--- src/rtl/count_pkg.sv ---
// Shared constants, FSM state type and slice helper for the count_bank pulse counter.
package count_pkg;

  localparam int NCH = 32;
  localparam int CW  = 32;
  localparam int GW  = 32;

  typedef enum logic [1:0] {
    IDLE,
    COUNT,
    DONE
  } state_e;

  function automatic int slice_off(input int k, input int w);
    return k * w;
  endfunction

endpackage

--- src/rtl/count_bank_chan_counter.sv ---
// One channel: synchroniser, rising-edge detector and saturating counter with sticky ovf.
// cnt presents the value the counter holds after the coming edge, so a snapshot includes this cycle's increment.
module chan_counter #(
  parameter int CW   = 32,
  parameter int SYNC = 2
) (
  input  logic          clk,
  input  logic          reset_n,
  input  logic          pulse,
  input  logic          en,
  input  logic          clr,
  output logic [CW-1:0] cnt,
  output logic          ovf
);

  logic [SYNC-1:0] sync_q;
  logic            hist_q;
  logic [CW-1:0]   cnt_q, cnt_d;
  logic            ovf_q, ovf_d;
  logic            rise;

  assign rise = sync_q[SYNC-1] & ~hist_q;

  // Clear wins over counting, so edges in the start cycle are dropped.
  always_comb begin
    cnt_d = cnt_q;
    ovf_d = ovf_q;
    if (clr) begin
      cnt_d = '0;
      ovf_d = 1'b0;
    end else if (en && rise) begin
      if (&cnt_q) ovf_d = 1'b1;
      else        cnt_d = cnt_q + CW'(1);
    end
  end

  always_ff @(posedge clk or negedge reset_n) begin
    if (!reset_n) begin
      sync_q <= '0;
      hist_q <= 1'b0;
      cnt_q  <= '0;
      ovf_q  <= 1'b0;
    end else begin
      sync_q <= {sync_q[SYNC-2:0], pulse};
      hist_q <= sync_q[SYNC-1];
      cnt_q  <= cnt_d;
      ovf_q  <= ovf_d;
    end
  end

  assign cnt = cnt_d;
  assign ovf = ovf_q;

endmodule

--- src/rtl/count_bank.sv ---
// Gated 32-channel pulse counter bank: run FSM, gate timer, strobe edge detection and snapshot bank.
module count_bank #(
  parameter int NCH  = count_pkg::NCH,
  parameter int CW   = count_pkg::CW,
  parameter int GW   = count_pkg::GW,
  parameter int SYNC = 2
) (
  input  logic               clk,
  input  logic               reset_n,
  input  logic [NCH-1:0]     pulse_in,
  input  logic               start_step,
  input  logic               cread,
  input  logic [GW-1:0]      gate_len,
  output logic               stop_step,
  output logic               busy,
  output logic [NCH*CW-1:0]  count_flat,
  output logic [NCH-1:0]     ovf
);
  import count_pkg::*;

  state_e              state_q, state_d;
  logic [GW-1:0]       timer_q, timer_d;
  logic                stop_q, stop_d;
  logic                busy_q, busy_d;
  logic                start_hist_q, cread_hist_q;
  logic                start_rise, cread_rise;
  logic                cnt_en, cnt_clr, end_gate, zero_start;
  logic [NCH*CW-1:0]   live_flat;
  logic [NCH*CW-1:0]   snap_q, snap_d;

  assign start_rise = start_step & ~start_hist_q;
  assign cread_rise = cread & ~cread_hist_q;

  for (genvar k = 0; k < NCH; k++) begin : g_ch
    chan_counter #(.CW(CW), .SYNC(SYNC)) u_ch (
      .clk     (clk),
      .reset_n (reset_n),
      .pulse   (pulse_in[k]),
      .en      (cnt_en),
      .clr     (cnt_clr),
      .cnt     (live_flat[slice_off(k, CW) +: CW]),
      .ovf     (ovf[k])
    );
  end

  always_comb begin
    state_d    = state_q;
    timer_d    = timer_q;
    stop_d     = stop_q;
    busy_d     = busy_q;
    cnt_en     = 1'b0;
    cnt_clr    = 1'b0;
    end_gate   = 1'b0;
    zero_start = 1'b0;
    case (state_q)
      IDLE, DONE: begin
        if (start_rise) begin
          cnt_clr = 1'b1;
          timer_d = gate_len;
          if (gate_len == '0) begin
            zero_start = 1'b1;
            state_d    = DONE;
            stop_d     = 1'b1;
            busy_d     = 1'b0;
          end else begin
            state_d = COUNT;
            stop_d  = 1'b0;
            busy_d  = 1'b1;
          end
        end
      end
      COUNT: begin
        cnt_en  = 1'b1;
        timer_d = timer_q - GW'(1);
        if (timer_q == GW'(1)) begin
          end_gate = 1'b1;
          state_d  = DONE;
          stop_d   = 1'b1;
          busy_d   = 1'b0;
        end
      end
      default: state_d = IDLE;
    endcase
  end

  // live_flat is already zero on a zero-length start because the counters are being cleared.
  always_comb begin
    snap_d = snap_q;
    if (cread_rise || end_gate || zero_start) snap_d = live_flat;
  end

  always_ff @(posedge clk or negedge reset_n) begin
    if (!reset_n) begin
      state_q      <= IDLE;
      timer_q      <= '0;
      stop_q       <= 1'b0;
      busy_q       <= 1'b0;
      start_hist_q <= 1'b0;
      cread_hist_q <= 1'b0;
      snap_q       <= '0;
    end else begin
      state_q      <= state_d;
      timer_q      <= timer_d;
      stop_q       <= stop_d;
      busy_q       <= busy_d;
      start_hist_q <= start_step;
      cread_hist_q <= cread;
      snap_q       <= snap_d;
    end
  end

  assign stop_step  = stop_q;
  assign busy       = busy_q;
  assign count_flat = snap_q;

endmodule

--- config.mk ---
export PLATFORM = sky130hd
export DESIGN_NAME = count_bank
export DESIGN_NICKNAME = d
export VERILOG_FILES = /design/src/rtl/count_pkg.sv /design/src/rtl/count_bank_chan_counter.sv /design/src/rtl/count_bank.sv
export SDC_FILE = /design/constraint.sdc
export NUM_CORES = 2
export LEC_CHECK = 0
export ABC_CLOCK_PERIOD_IN_PS = 8240
export BUFFER_PORTS_ARGS = -buffer_cell sky130_fd_sc_hd__buf_2
export CAP_MARGIN = 20
export CELL_PAD_IN_SITES_DETAIL_PLACEMENT = 1
export CELL_PAD_IN_SITES_GLOBAL_PLACEMENT = 1
export CORE_MARGIN = 3
export CORE_UTILIZATION = 35
export CTS_CLUSTER_SIZE = 20
export DETAILED_ROUTE_END_ITERATION = 6
export PLACE_DENSITY_LB_ADDON = 0.1
export REMOVE_ABC_BUFFERS = 1
export SETUP_SLACK_MARGIN = 0.1
export SYNTH_ARGS = -nofsm -noshare
export SYNTH_HDL_FRONTEND = slang
export SYNTH_HIERARCHICAL = 1
export SYNTH_SLANG_ARGS = --single-unit
--- constraint.sdc ---
create_clock -name clk -period 8.24 [get_ports clk]
set_input_delay 1.648 -clock clk [delete_from_list [all_inputs] [get_ports clk]]
set_output_delay 1.648 -clock clk [all_outputs]
set_load 0.03 [all_outputs]
==> impl_metrics.toml <==
[logic_synthesis]
synth-compound-area-share = 0.08253
synth_ff_type = "dfrtp_1"
yosysMostFrequentCell = "dfrtp_1"
synth_area_sq_um = 103100
synthMuxAreaShare = 0.1404
async_reset_ff_frac = 1.000
synth_area_per_cell_sq_um = 11.86
synth-seq-cells = 2214
synth_adder_area_share = 0.004126
yosys_warnings = 6
synth-edff-count = 0
synth-xor-area-share = 0.03262
syn_inst = 8694
netlist_top_cells_count = "dfrtp_1, mux2_2, nor2_1"
yosys.area.top_type_share = 0.5373
synth_area_leaders = "dfrtp_1, mux2_2, xnor2_1, nor2_1, mux2_1"
yosysSeqAreaShare = 0.5373
synth_top_cell_by_area = "dfrtp_1"
synthSimpleGateAreaFrac = 0.1732
synth_top_family_by_area = "simple AND/OR/NAND/NOR gates"
ys_types = 66

[power]
power_leakage_uw = 0.05642
peakVddDrop_v = 0.0001841
powerDensity_nw_per_um2 = 260.0

[timing]
finClkSkew_ns = 0.03834
hold_violations = 0
tns_ns = 0
period_share = 0.6000
final-max-slew-violation-count = 0
fmax_mhz = 202.3
rsz0062_at_grt = "false"
worst_pin_slew_ns = 1.114
finalSetupViolations = 0
min_period_ns = 4.944
maxSlewHeadroom = 0.2504

[cts]
cts_root_buffer = "clkbuf_16"
cts_tree = "built"
cts_setup_buffers = 0
cts_made_buffers = 270
cts.sinks = 2214
clockBufferDepth = 4
clk_latency_ns = 0.88
ctsResizeCount = 0
path_clk_slew_ns = 0.06
htreeDepth = 5
ctsHoldBuffers = 0

[detailed_routing]
wl_um = 323900
via_count = 74330
antenna_left = 0
routedWlPerCell_um = 23.39
post-route-drc-count = 0
first_pass_iters = 5
vias_per_cell = 5.368
first_iter_violations = 3764

[critical_path]
worstPathBufferInverterCount = 2
slowest_stage = "inv_6"
crit_fanout = 53
critPathArrivalTime_ns = 5.75
path_delay_family = "simple AND/OR/NAND/NOR gates"
cp-startpoint = "state_q[1]$_DFFE_PN0P_"
worstRegToRegCells = 9
crit_type = "reg2reg"
rrSetupSlack_ns = 3.30
worst-path-stages = 9
timing.rr.start = "state_q[1]$_DFFE_PN0P_"
critPathRequiredTime_ns = 9.04
critPathMaxStageDelay_ns = 0.77
cp-start-kind = "register"
cp_cell_sequence = "nand2b_1, inv_6, buf_4, and3b_1, nand4_1, a311o_1, or4_1, a21oi_1, mux2_4"
endpoint_kind = "register"

[final_layout]
fin_util = 0.4145
nets = 9843
stdcell_area_sq_um = 121100
area_growth_pct = 17.43
layout-drive-gt1-share = 0.3008

[grt]
grt_pass1_wl_um = 496600
top_usage_layer = "met2"
grt_start_max_net_pins = 194
grt_use_met3 = 0.05985
grt_pass1_vias = 77780
met1_usage = 0.2713
met2_usage = 0.3270
grt_overflow = 0
antenna_found_initial = 14
track_usage = 0.2095

[place]
hpwl_um = 232400
gp_congestion = 0.8505
place_area_sq_um = 112100
io_buffers = 1125

[run]
maxCapViolCount = 0

[floorplan]
dieHeight_um = 548.8
io_pins = 1126
dieArea_sq_um = 301100
core_sq_um = 292100
fp.dieW_um = 548.8
start_util = 0.3530
num_rows = 198

[min_path]
min_from = "g_ch[0].u_ch/sync_q[0]$_DFF_PN0_"
holdPathStages = 0
worstHoldPathType = "reg2reg"

[outcome]
outcome = "complete, no violations"
placed cells by master, fill, tap and decap left out, drive strengths merged, types with 64 or more instances in the layout:
cell type and n:
dfrtp 2214, mux2 1216, buf 1189, nor2 764
a21oi 391, xnor2 384, clkbuf 363, nand2 346
nand3 329, nand4 227, or3 199, nor2b 195
inv 179, nor4 177, o21ai 166, and3 163
a31oi 160, or4 136, nor3 117, a211oi 105
and4 100, o31ai 98, a2111oi 96, a31o 64
sequential cells by signal, indices dropped and copies added, names as in the netlist:
register / count
busy: 1
count_flat: 1024
cread_hist_q: 1
g_ch.u_ch/cnt_q: 1024
g_ch.u_ch/hist_q: 32
g_ch.u_ch/ovf: 32
g_ch.u_ch/sync_q: 64
start_hist_q: 1
state_q: 2
stop_step: 1
timer_q: 32
cell families (layout without fill, tap and decap cells):
kind of cell	count (synthesis)	in the layout
XOR/XNOR	384	384
AND/OR/NAND/NOR	2957	2957
other	0	2
flip-flops	2214	2214
multiplexers	1249	1249
adder cells (fa/ha/maj)	34	34
buffers and inverters	578	1828
AO/OA/AOI/OAI	1278	1278
worst reg2reg max path, delay by kind of cell (launching register included):
kind	cells	cell delay, ns
compound gates	2	1.11
buf+inv	2	1.51
flops	1	0.38
mux	1	0.25
simple gates	4	1.65
through the flow:
stage	hold WS [ns]	setup slack (ns)	power, uW	std cells
2_1_floorplan	0.3312	-204.82	18500	8280
3_3_place_gp	0.3343	2.769	19410	13370
3_5_place_dp	0.3356	2.731	19580	13370
4_1_cts	0.3404	3.245	32050	13840
5_1_grt	0.3547	3.068	33060	13850
6_report	0.3459	3.296	31480	13850
final timing paths:
kind	endpoint
min in group asynchronous	count_flat[939]$_DFFE_PN0P_
worst min-delay path	g_ch[0].u_ch/sync_q[1]$_DFF_PN0_
worst max register to register	count_flat[785]$_DFFE_PN0P_
max in group asynchronous	g_ch[31].u_ch/cnt_q[27]$_DFF_PN0_
worst min register to register	g_ch[0].u_ch/sync_q[1]$_DFF_PN0_
worst max-delay path	count_flat[785]$_DFFE_PN0P_
per-layer routing:
layer | wire, um | up-vias
met2 | 145800 | 1416
li1 | - | 34090
met3 | 23810 | 480
met1 | 138900 | 38340
met4 | 15410 | 0
met5 | 0 | -
power by group:
group          switching (uW)  total, uW  internal (uW)
Sequential               1270      13600          12300
Clock                    4900      12200           7270
Combinational            3860       5730           1870
layout make-up:
class	count	area [sq um]
fill	31280	171000
sequential	2214	55400
multi-input combinational	5902	44640
clock buffer	363	7632
timing repair buffer	1189	6501
tap	3900	4880
clock inverter	112	1388
inverter	164	628.1
antenna	2	5.005
Power figures use the tool's default switching activity.
